File: src/rtl/bbprx_settings_pkg.sv
`default_nettype none
// ============================================================================
//  Module : bbprx_settings_pkg
//  Shared command bits, FSM encoding, status layout and user register offsets
//  for the baseband pulse receiver settings bank.
//  Rev    : 1.0  initial release
// ============================================================================
package bbprx_settings_pkg;

    // Command word bits (write to BASE_ADDR + N_REGS)
    localparam int CMD_COMMIT    = 0;
    localparam int CMD_IMMEDIATE = 1;
    localparam int CMD_CLEAR     = 2;

    typedef enum logic [0:0] {
        ST_IDLE    = 1'b0,
        ST_PENDING = 1'b1
    } state_t;

    // Status word bit positions (readback at rd_sel == N_REGS)
    localparam int STAT_BUSY    = 0;
    localparam int STAT_PENDING = 1;
    localparam int STAT_TIMEOUT = 2;

    // Register offsets from BASE_ADDR used by trigger, ARP/ACP and sampling
    localparam int REG_TRIG_THRESH = 0;
    localparam int REG_TRIG_HYST   = 1;
    localparam int REG_ARP_LATENCY = 2;
    localparam int REG_ACP_LATENCY = 3;
    localparam int REG_N_SAMPLES   = 4;
    localparam int REG_MODE        = 5;

    function automatic logic [31:0] status_word(input logic busy,
                                                input logic pend,
                                                input logic tflag);
        logic [31:0] w;
        w               = 32'd0;
        w[STAT_BUSY]    = busy;
        w[STAT_PENDING] = pend;
        w[STAT_TIMEOUT] = tflag;
        return w;
    endfunction

endpackage
`default_nettype wire

File: src/rtl/settings_shadow_reg.sv
`default_nettype none
// ============================================================================
//  Module : settings_shadow_reg
//  One shadow/active register pair with load, clear and change detect.
//  Rev    : 1.0  initial release
// ============================================================================
module settings_shadow_reg #(
    parameter int               WIDTH   = 16,
    parameter logic [WIDTH-1:0] DEFAULT = '0
) (
    input  logic             master_clk,
    input  logic             reset_n,
    input  logic             i_wr_en,
    input  logic [WIDTH-1:0] i_wr_data,
    input  logic             i_load,
    input  logic             i_clear,
    output logic [WIDTH-1:0] o_active,
    output logic             o_changed
);

    logic [WIDTH-1:0] r_shadow;
    logic [WIDTH-1:0] r_active;
    logic             r_changed;

    always_ff @(posedge master_clk or negedge reset_n) begin
        if (!reset_n) begin
            r_shadow  <= DEFAULT;
            r_active  <= DEFAULT;
            r_changed <= 1'b0;
        end else if (i_clear) begin
            r_shadow  <= DEFAULT;
            r_active  <= DEFAULT;
            r_changed <= 1'b0;
        end else begin
            if (i_wr_en)
                r_shadow <= i_wr_data;
            if (i_load)
                r_active <= r_shadow;
            // Compare uses pre-edge shadow so a same-edge write waits for the next commit
            r_changed <= i_load && (r_shadow != r_active);
        end
    end

    assign o_active  = r_active;
    assign o_changed = r_changed;

endmodule
`default_nettype wire

File: src/rtl/settings_bank_bbprx.sv
`default_nettype none
// ============================================================================
//  Module : settings_bank_bbprx
//  Double-buffered serial settings bank with atomic, safe-point gated commit.
//  Rev    : 1.0  initial release
// ============================================================================
module settings_bank_bbprx
    import bbprx_settings_pkg::*;
#(
    parameter logic [6:0]              BASE_ADDR = 7'd32,
    parameter int                      N_REGS    = 16,
    parameter int                      WIDTH     = 16,
    parameter logic [N_REGS*WIDTH-1:0] DEFAULTS  = '0,
    parameter logic [15:0]             TIMEOUT   = 16'd0
) (
    input  logic                    master_clk,
    input  logic                    reset_n,
    input  logic [6:0]              serial_addr,
    input  logic [31:0]             serial_data,
    input  logic                    serial_strobe,
    input  logic                    safe,
    output logic [N_REGS*WIDTH-1:0] active,
    output logic [N_REGS-1:0]       changed,
    output logic                    commit_done,
    output logic                    pending,
    output logic                    timeout_flag,
    input  logic [6:0]              rd_sel,
    output logic [31:0]             rd_data
);

    localparam logic [6:0]  c_CMD_ADDR = 7'(int'(BASE_ADDR) + N_REGS);
    localparam logic [15:0] c_TO_LAST  = TIMEOUT - 16'd1;

    if ((int'(BASE_ADDR) + N_REGS > 127) || (N_REGS < 1) || (N_REGS > 64) ||
        (WIDTH < 1) || (WIDTH > 32)) begin : g_param_check
        $error("settings_bank_bbprx: illegal BASE_ADDR/N_REGS/WIDTH combination");
    end

    state_t      r_state;
    state_t      w_state_nxt;
    logic [15:0] r_cnt;
    logic [15:0] w_cnt_nxt;
    logic        r_tflag;
    logic        w_tflag_nxt;
    logic        r_commit_done;
    logic [31:0] r_rd_data;
    logic [31:0] w_rd_next;
    logic        w_load;
    logic        w_clear;
    logic        w_cmd_hit;
    logic [31:0] w_rd_arr [64];
    logic        w_unused_data;

    assign w_cmd_hit     = serial_strobe && (serial_addr == c_CMD_ADDR);
    assign w_unused_data = ^serial_data;

    for (genvar i = 0; i < N_REGS; i++) begin : g_reg
        localparam logic [6:0] c_ADDR = 7'(int'(BASE_ADDR) + i);
        settings_shadow_reg #(
            .WIDTH   (WIDTH),
            .DEFAULT (DEFAULTS[i*WIDTH +: WIDTH])
        ) u_reg (
            .master_clk (master_clk),
            .reset_n    (reset_n),
            .i_wr_en    (serial_strobe && (serial_addr == c_ADDR)),
            .i_wr_data  (serial_data[WIDTH-1:0]),
            .i_load     (w_load),
            .i_clear    (w_clear),
            .o_active   (active[i*WIDTH +: WIDTH]),
            .o_changed  (changed[i])
        );
    end

    for (genvar i = 0; i < 64; i++) begin : g_rd
        if (i < N_REGS) begin : g_used
            assign w_rd_arr[i] = 32'(active[i*WIDTH +: WIDTH]);
        end else begin : g_empty
            assign w_rd_arr[i] = 32'd0;
        end
    end

    always_comb begin
        w_state_nxt = r_state;
        w_cnt_nxt   = r_cnt;
        w_tflag_nxt = r_tflag;
        w_load      = 1'b0;
        w_clear     = 1'b0;
        if (w_cmd_hit && serial_data[CMD_CLEAR]) begin
            w_clear     = 1'b1;
            w_state_nxt = ST_IDLE;
            w_tflag_nxt = 1'b0;
            w_cnt_nxt   = 16'd0;
        end else if (w_cmd_hit && serial_data[CMD_COMMIT] && serial_data[CMD_IMMEDIATE]) begin
            w_load      = 1'b1;
            w_state_nxt = ST_IDLE;
        end else begin
            case (r_state)
                ST_IDLE: begin
                    if (w_cmd_hit && serial_data[CMD_COMMIT]) begin
                        w_state_nxt = ST_PENDING;
                        w_cnt_nxt   = 16'd0;
                    end
                end
                ST_PENDING: begin
                    // Further commit requests here neither restart nor shorten the wait
                    if (safe) begin
                        w_load      = 1'b1;
                        w_tflag_nxt = 1'b0;
                        w_state_nxt = ST_IDLE;
                    end else if ((TIMEOUT != 16'd0) && (r_cnt == c_TO_LAST)) begin
                        w_load      = 1'b1;
                        w_tflag_nxt = 1'b1;
                        w_state_nxt = ST_IDLE;
                    end else begin
                        w_cnt_nxt = r_cnt + 16'd1;
                    end
                end
                default: w_state_nxt = ST_IDLE;
            endcase
        end
    end

    always_comb begin
        w_rd_next = 32'd0;
        if (rd_sel < 7'(N_REGS))
            w_rd_next = w_rd_arr[rd_sel[5:0]];
        else if (rd_sel == 7'(N_REGS))
            w_rd_next = status_word(r_state != ST_IDLE, r_state == ST_PENDING, r_tflag);
    end

    always_ff @(posedge master_clk or negedge reset_n) begin
        if (!reset_n) begin
            r_state       <= ST_IDLE;
            r_cnt         <= 16'd0;
            r_tflag       <= 1'b0;
            r_commit_done <= 1'b0;
            r_rd_data     <= 32'd0;
        end else begin
            r_state       <= w_state_nxt;
            r_cnt         <= w_cnt_nxt;
            r_tflag       <= w_tflag_nxt;
            r_commit_done <= w_load;
            r_rd_data     <= w_rd_next;
        end
    end

    assign commit_done  = r_commit_done;
    assign pending      = (r_state == ST_PENDING);
    assign timeout_flag = r_tflag;
    assign rd_data      = r_rd_data;

endmodule
`default_nettype wire
File: config.mk
export PLATFORM = sky130hd
export DESIGN_NAME = settings_bank_bbprx
export DESIGN_NICKNAME = d
export VERILOG_FILES = /design/src/rtl/bbprx_settings_pkg.sv /design/src/rtl/settings_shadow_reg.sv /design/src/rtl/settings_bank_bbprx.sv
export SDC_FILE = /design/constraint.sdc
export NUM_CORES = 1
export LEC_CHECK = 0
export ABC_AREA = 1
export BUFFER_PORTS_ARGS = -buffer_cell sky130_fd_sc_hd__buf_2
export CAP_MARGIN = 30
export CORE_UTILIZATION = 35
export DETAILED_ROUTE_END_ITERATION = 6
export GPL_TIMING_DRIVEN = 0
export HOLD_SLACK_MARGIN = 0.12
export PLACE_DENSITY = 0.63
export SLEW_MARGIN = 0
export SYNTH_ARGS = -nofsm -noshare
export SYNTH_HDL_FRONTEND = slang
export SYNTH_SLANG_ARGS = --single-unit
export TNS_END_PERCENT = 1
File: constraint.sdc
create_clock -name master_clk -period 2.93 [get_ports master_clk]
set_input_delay 0 -clock master_clk [delete_from_list [all_inputs] [get_ports master_clk]]
set_output_delay 0 -clock master_clk [all_outputs]
set_load 0.03 [all_outputs]
==> flow_metrics.env, run 1 <==
export IMPL_io_pins=357
export IMPL_place_gp_congestion=0.986
export IMPL_finalHoldViolCount=0
export IMPL_final_nets=3917
export IMPL_start_kind="input pin"
export IMPL_crit_chain="dlygate4sd3_1 -> buf_2 -> inv_1 -> nand2_1 -> nor2_4 -> nand3_4 -> buf_2 -> nand2_1 -> clkbuf_2 -> o21ai_0"
export IMPL_tightest_slew_ns=1.02
export IMPL_routed_wl_um=117000
export IMPL_vias=26100
export IMPL_critPathCaptureType="flip-flop"
export IMPL_numClockSinks=546
export IMPL_required_ns=3.44
export IMPL_power_leakage_nw=16.1
export IMPL_die_h_um=281
export IMPL_cts_buffers=60
export IMPL_worst_path_max_delay_cell="nand2_1"
export IMPL_hold_path_startpoint="serial_addr[6]"
export IMPL_reg2reg_depth=5
export IMPL_syn_to_final_growth_pct=20.4
export IMPL_synthSimpleGateAreaFrac_pct=25.0
export IMPL_power_density_nw_per_um2=905
export IMPL_final_period_utilization_pct=89.9
export IMPL_gr_total_overflow=0
export IMPL_hold_slack_ns=0.143
export IMPL_maxSlewViolCount=0
export IMPL_grt_start_max_net_pins=115
export IMPL_final_cell_mix="nand2_1, dfrtp_1, nand3_1"
export IMPL_portBuffers=319
export IMPL_syn_inst=3429
export IMPL_cts_tree="done"
export IMPL_fin_crit_ns=2.63
export IMPL_synth_seq_area_share_pct=50.2
export IMPL_initial_core_util_pct=35.6
export IMPL_ctsRootBufferMaster="clkbuf_16"
export IMPL_drive_gt1_share_pct=17.2
export IMPL_worst_setup_path_type="input pin to flip-flop"
export IMPL_cp_arrival_ns=3.14
export IMPL_clock_skew_ns=0.0273
export IMPL_max_freq_mhz=380
export IMPL_crit_path_max_fanout=10
export IMPL_ir_worst_vdd_mv=0.486
export IMPL_htreeDepth=2
export IMPL_netlist_cell_type_count=29
export IMPL_dp_hpwl_um=86200
export IMPL_ys_warn_count=0
export IMPL_drt_iter0_drc=2987
export IMPL_clk_latency_ns=0.66
export IMPL_fp_dieArea_um2=78900
export IMPL_numPlacedInstances=4801
export IMPL_synth_fa_ha_area_share_pct=0
export IMPL_avgViaCountPerCell=5.29
export IMPL_synth_top_family_by_area="simple AND/OR/NAND/NOR gates"
export IMPL_cts_resized=0
export IMPL_rsz0062_at_grt="no"
export IMPL_synth_seq_cells=546
export IMPL_synthXorXnorAreaFrac_pct=3.41
export IMPL_cp_top_family="buffers and inverters"
export IMPL_critPathBufInv=5
export IMPL_hold_path_class="input pin to flip-flop"
export IMPL_grt_usage_pct=29.4
export IMPL_status="completed"
export IMPL_cap_violations=0
export IMPL_synth_area_per_cell_um2=7.94
export IMPL_critPathMaxStageDelay_ns=0.68
export IMPL_final_cell_count_no_fill=4944
export IMPL_core_area_um2=76500
export IMPL_antenna_found_initial=3
export IMPL_min_to="g_reg[6].u_reg.r_shadow[3]$_DFFE_PN0P_"
export IMPL_post_cts_buffers=0
export IMPL_reg2reg_from="pending$_DFF_PN0_"
export IMPL_synth_mux_area_share_pct=0
export IMPL_grt_pass1_wl_um=168000
export IMPL_synth_compound_area_share_pct=11.0
export IMPL_crit_cells=10
export IMPL_fin_tns_setup_ns=0
export IMPL_r2r_end="g_reg[15].u_reg.o_changed$_DFF_PN0_"
export IMPL_ant_nets=0
export IMPL_grt_pass1_vias=24500
export IMPL_min_path_cells=6
export IMPL_fp_dieW_um=281
export IMPL_max_slew_margin_pct=32.3
export IMPL_num_rows=101
export IMPL_synth_area_um2=27200
export IMPL_final_common_cell="nand2_1"
export IMPL_setup_violations_final=0
export IMPL_routedWlPerCell_um=23.6
export IMPL_path_clk_slew_ns=0.06
export IMPL_drc=0
export IMPL_dr_pass1_iters=6
export IMPL_rrSetupSlack_ns=0.74
export IMPL_cts_buffer_depth=3
-- flip-flops by register name, indices dropped and copies added (netlist names) --
signal and count:
commit_done 1, pending 1, g.u_reg.o_active 256, rd_data 16
g.u_reg.r_shadow 256, g.u_reg.o_changed 16
-- synthesized netlist by cell type --
cell type  number  area [um^2]
a21oi_1        30          150
buf_1          13         48.8
buf_2          66          330
buf_4          54          405
buf_6          25          282
clkbuf_1       61          229
clkbuf_2       14         70.1
clkinv_1        1         3.75
conb_1          1         3.75
dfrtp_1       546        13700
inv_1         378         1420
inv_2          13         48.8
nand2_1       873         3280
nand2_2         1         6.26
nand2_4         2         22.5
nand3_1       468         2340
nand3_2         1         10.0
nand3_4         1         17.5
nand3b_1        1         7.51
nand4_1        41          257
nor2_1        107          402
nor2_2          1         6.26
nor2_4          1         11.3
nor4_1          1         6.26
o211ai_1       28          210
o21ai_0       149          746
o21ai_1       376         1880
or2_2          70          438
xnor2_1       106          928
-- repair_timing --
action | in CTS | in global routing
hold endpoints to repair | 340 | 0
endpoints found under the setup margin | 0 | 0
hold buffers | 34 | 0
-- layout make-up --
| type | instances | area, um^2 |
|---|---|---|
| clock inverters | 15 | 213 |
| plain buffers | 233 | 1370 |
| diodes | 2 | 5.00 |
| flip-flops and latches | 546 | 13700 |
| fillers | 7792 | 43700 |
| well taps | 1030 | 1290 |
| multi-input cells | 2274 | 10800 |
| inverters | 392 | 1470 |
| repair buffers | 360 | 2130 |
| clock buffers | 92 | 1860 |
-- per-layer routing --
layer  vias to the layer above  global-route usage, %  wire length (um)
met3                       268                   9.19             13700
met4                         2                   13.0              5620
li1                      11800                      -                 -
met2                      1354                   44.1             50800
met1                     12700                   38.9             46700
met5                         -                      0                13
-- worst max path at each step --
stage	startpoint	endpoint	slack, ns
global route	serial_addr[3]	g_reg[14].u_reg.r_shadow[6]$_DFFE_PN0P_	0.30
CTS	serial_addr[3]	g_reg[6].u_reg.r_shadow[7]$_DFFE_PN0P_	0.46
global placement	reset_n	g_reg[3].u_reg.o_active[6]$_DFFE_PN0P_	-9.96
floorplan	pending$_DFF_PN0_	g_reg[15].u_reg.o_active[7]$_DFFE_PN0P_	1.52
detailed placement	serial_addr[3]	g_reg[6].u_reg.r_shadow[7]$_DFFE_PN0P_	0.40
finish	serial_addr[3]	g_reg[6].u_reg.r_shadow[1]$_DFFE_PN0P_	0.30
-- power by group --
| part | switching [mW] | internal (mW) | total, mW |
|---|---|---|---|
| clock | 3.34 | 4.78 | 8.12 |
| sequential | 1.77 | 9.17 | 10.9 |
| combinational | 7.40 | 3.23 | 10.6 |
-- cell families after synthesis --
kind of cell | Yosys count
XOR/XNOR | 106
other | 1
buffers and inverters | 625
AO/OA/AOI/OAI | 583
AND/OR/NAND/NOR | 1568
flip-flops | 546
-- worst min-delay path, delay by kind of cell --
| kind | cells | cell delay [ns] |
|---|---|---|
| and+or+nand+nor | 3 | 0.32 |
| buffers and inverters | 2 | 0.28 |
| AOI/OAI and AO/OA | 1 | 0.16 |
-- metrics by stage --
step / worst slack (ns) / area, um^2 / total power [mW] / utilization [%]
6_report: 0.296 / 32800 / 29.7 / 42.9
3_3_place_gp: -9.96 / 30200 / 21.3 / 39.5
2_1_floorplan: 1.52 / 27300 / 17.3 / -
5_1_grt: 0.302 / 32800 / 31.0 / 42.9
3_5_place_dp: 0.396 / 30300 / 21.5 / 39.7
4_1_cts: 0.463 / 32800 / 29.6 / 42.9
(Power assumes the default switching activity.)
==> inputs of run 2 (changes only) <==
CORE_UTILIZATION = 30   (was 35)
PLACE_DENSITY = 0.57   (was 0.63)
==> run 2 against run 1 <==
Effect of this change: first-iteration DRC count is 0.23% higher; register-to-register slack worse by 0.49 ns; sequential cell count stayed put; routed wire length is 5.1% higher; non-clock buffer count is 4 higher; cell count is 3.1% higher; cell area is 0.52% higher; sequential power hardly changed; largest power group unchanged; global-route usage is 3.1 points lower.
==> flow_metrics.env, run 2 (same netlist as run 1, synthesis figures left out) <==
export IMPL_max_freq_mhz=369
export IMPL_avgViaCountPerCell=5.10
export IMPL_ir_worst_vdd_mv=0.466
export IMPL_hold_path_class="input pin to flip-flop"
export IMPL_routed_wl_um=123000
export IMPL_initial_core_util_pct=30.2
export IMPL_cts_buffers=60
export IMPL_cts_buffer_depth=3
export IMPL_syn_to_final_growth_pct=21.1
export IMPL_p_seq_share_pct=36.8
export IMPL_clkPwrFrac_pct=26.9
export IMPL_grt_start_max_net_pins=118
export IMPL_critPathBufInv=5
export IMPL_gr_total_overflow=0
export IMPL_power_density_nw_per_um2=899
export IMPL_ant_nets=0
export IMPL_finish_utilization_pct=36.6
export IMPL_drt_iter0_drc=2994
export IMPL_power_leakage_nw=16.1
export IMPL_io_pins=357
export IMPL_final_cell_mix="nand2_1, dfrtp_1, nand3_1"
export IMPL_worst_setup_path_type="input pin to flip-flop"
export IMPL_max_slew_margin_pct=23.8
export IMPL_clk_latency_ns=0.65
export IMPL_required_ns=3.48
export IMPL_cts_resized=0
export IMPL_path_clk_slew_ns=0.07
export IMPL_status="completed"
export IMPL_worst_path_max_delay_cell="dlygate4sd3_1"
export IMPL_portBuffers=319
export IMPL_drive_gt1_share_pct=17.2
export IMPL_num_rows=110
export IMPL_die_h_um=303
export IMPL_p_comb_share_pct=36.2
export IMPL_fin_crit_ns=2.71
export IMPL_p_total_mw=29.6
export IMPL_maxSlewViolCount=0
export IMPL_setup_violations_final=0
export IMPL_final_nets=3921
export IMPL_ctsRootBufferMaster="clkbuf_16"
export IMPL_crit_chain="dlygate4sd3_1 -> clkbuf_1 -> nor2_1 -> clkbuf_1 -> nand3_1 -> dlygate4sd3_1 -> nand2_1 -> dlygate4sd3_1"
export IMPL_crit_top_cell="dlygate4sd3_1"
export IMPL_cts_tree="done"
export IMPL_grt_usage_pct=26.4
export IMPL_p_int_mw=17.0
export IMPL_switching_share_pct=42.6
export IMPL_critPathCaptureType="flip-flop"
export IMPL_antenna_found_initial=14
export IMPL_fin_tns_setup_ns=0
export IMPL_clock_skew_ns=0.0273
export IMPL_finalHoldViolCount=0
export IMPL_dr_pass1_iters=6
export IMPL_fp_dieW_um=303
export IMPL_vias=26000
export IMPL_cp_arrival_ns=3.27
export IMPL_rrSetupSlack_ns=0.25
export IMPL_cap_violations=0
export IMPL_pre_cts_ws_ns=0.341
export IMPL_fp_dieArea_um2=91900
export IMPL_start_kind="input pin"
export IMPL_dp_hpwl_um=91600
export IMPL_cp_top_family="buffers and inverters"
export IMPL_core_area_um2=90000
export IMPL_fin_ws_ns=0.217
export IMPL_grt_pass1_vias=24400
export IMPL_crit_path_max_fanout=10
export IMPL_drc=0
export IMPL_tightest_slew_ns=1.14
export IMPL_place_gp_congestion=1.00
export IMPL_routedWlPerCell_um=24.1
export IMPL_hold_slack_ns=0.180
export IMPL_final_period_utilization_pct=92.6
export IMPL_switchingPower_mw=12.6
export IMPL_htreeDepth=2
export IMPL_critPathMaxStageDelay_ns=0.63
export IMPL_rsz0062_at_grt="no"
export IMPL_numClockSinks=546
export IMPL_final_common_cell="nand2_1"
export IMPL_grt_pass1_wl_um=174000
[run 2: cell count changes in the layout (fill, tap and decap cells not counted)]
cell           previous run  this run
clkbuf_8                 22        13
clkinv_2                  6        14
clkbuf_1                 70        76
dlygate4sd3_1            33        36
clkinvlp_4                2         0
buf_6                    25        26
bufinv_16                 5         6
clkbuf_16                61        60
clkinv_8                  0         1
[run 2: cell type report]
type / count / area, um^2
repair buffers: 364 / 2170
fillers: 9605 / 57100
multi-input cells: 2274 / 10800
clock inverters: 23 / 284
well taps: 1176 / 1470
clock buffers: 88 / 1740
flip-flops and latches: 546 / 13700
inverters: 392 / 1470
diodes: 2 / 5.00
plain buffers: 233 / 1370
[run 2: power by group through the flow]
stage / registers [mW] / logic (mW) / clock network (mW)
after CTS: 10.9 / 10.7 / 8.05
final: 10.9 / 10.7 / 7.98
after floorplan: 12.8 / 4.54 / 0
after global placement: 11.0 / 10.5 / 0
after detailed placement: 11.0 / 10.6 / 0
after global routing: 11.1 / 11.6 / 8.32
[run 2: worst min-delay path, cell delays in order]
cell,delay (ns)
buf_2,0.09
nor2_2,0.08
nand3_4,0.13
buf_6,0.19
nand2_4,0.12
nand2_1,0.08
o21ai_0,0.07
[run 2: repair_timing]
| item | in CTS | in global routing |
|---|---|---|
| hold buffers | 37 | 0 |
| setup buffers | 0 | 0 |
| hold endpoints to repair | 535 | 0 |
[run 2: worst paths after layout]
kind	startpoint	end	cells after the start
max	rd_sel[3]	rd_data[0]$_DFF_PN0_	8
min	serial_addr[6]	g_reg[6].u_reg.r_shadow[3]$_DFFE_PN0P_	7
max reg2reg	g_reg[8].u_reg.o_active[1]$_DFFE_PN0P_	rd_data[1]$_DFF_PN0_	10
min reg2reg	g_reg[12].u_reg.r_shadow[8]$_DFFE_PN0P_	g_reg[12].u_reg.r_shadow[8]$_DFFE_PN0P_	2
max in group asynchronous	reset_n	g_reg[3].u_reg.o_changed$_DFF_PN0_	5
min in group asynchronous	reset_n	g_reg[11].u_reg.o_active[12]$_DFFE_PN0P_	4
[run 2: routing by layer]
layer	routed length, um	vias up	GRT usage (%)
met1	51100	12700	35.7
met5	69	-	0
met4	6000	10	11.4
met3	12200	248	6.54
li1	-	11900	-
met2	53400	1210	39.9
[run 2: metrics by stage]
| stage | cells | instance area [um^2] |
|---|---|---|
| after global placement | 4940 | 30400 |
| after global routing | 5098 | 33000 |
| after detailed placement | 4948 | 30500 |
| final | 5098 | 33000 |
| after CTS | 5096 | 32900 |
| after floorplan | 3445 | 27300 |
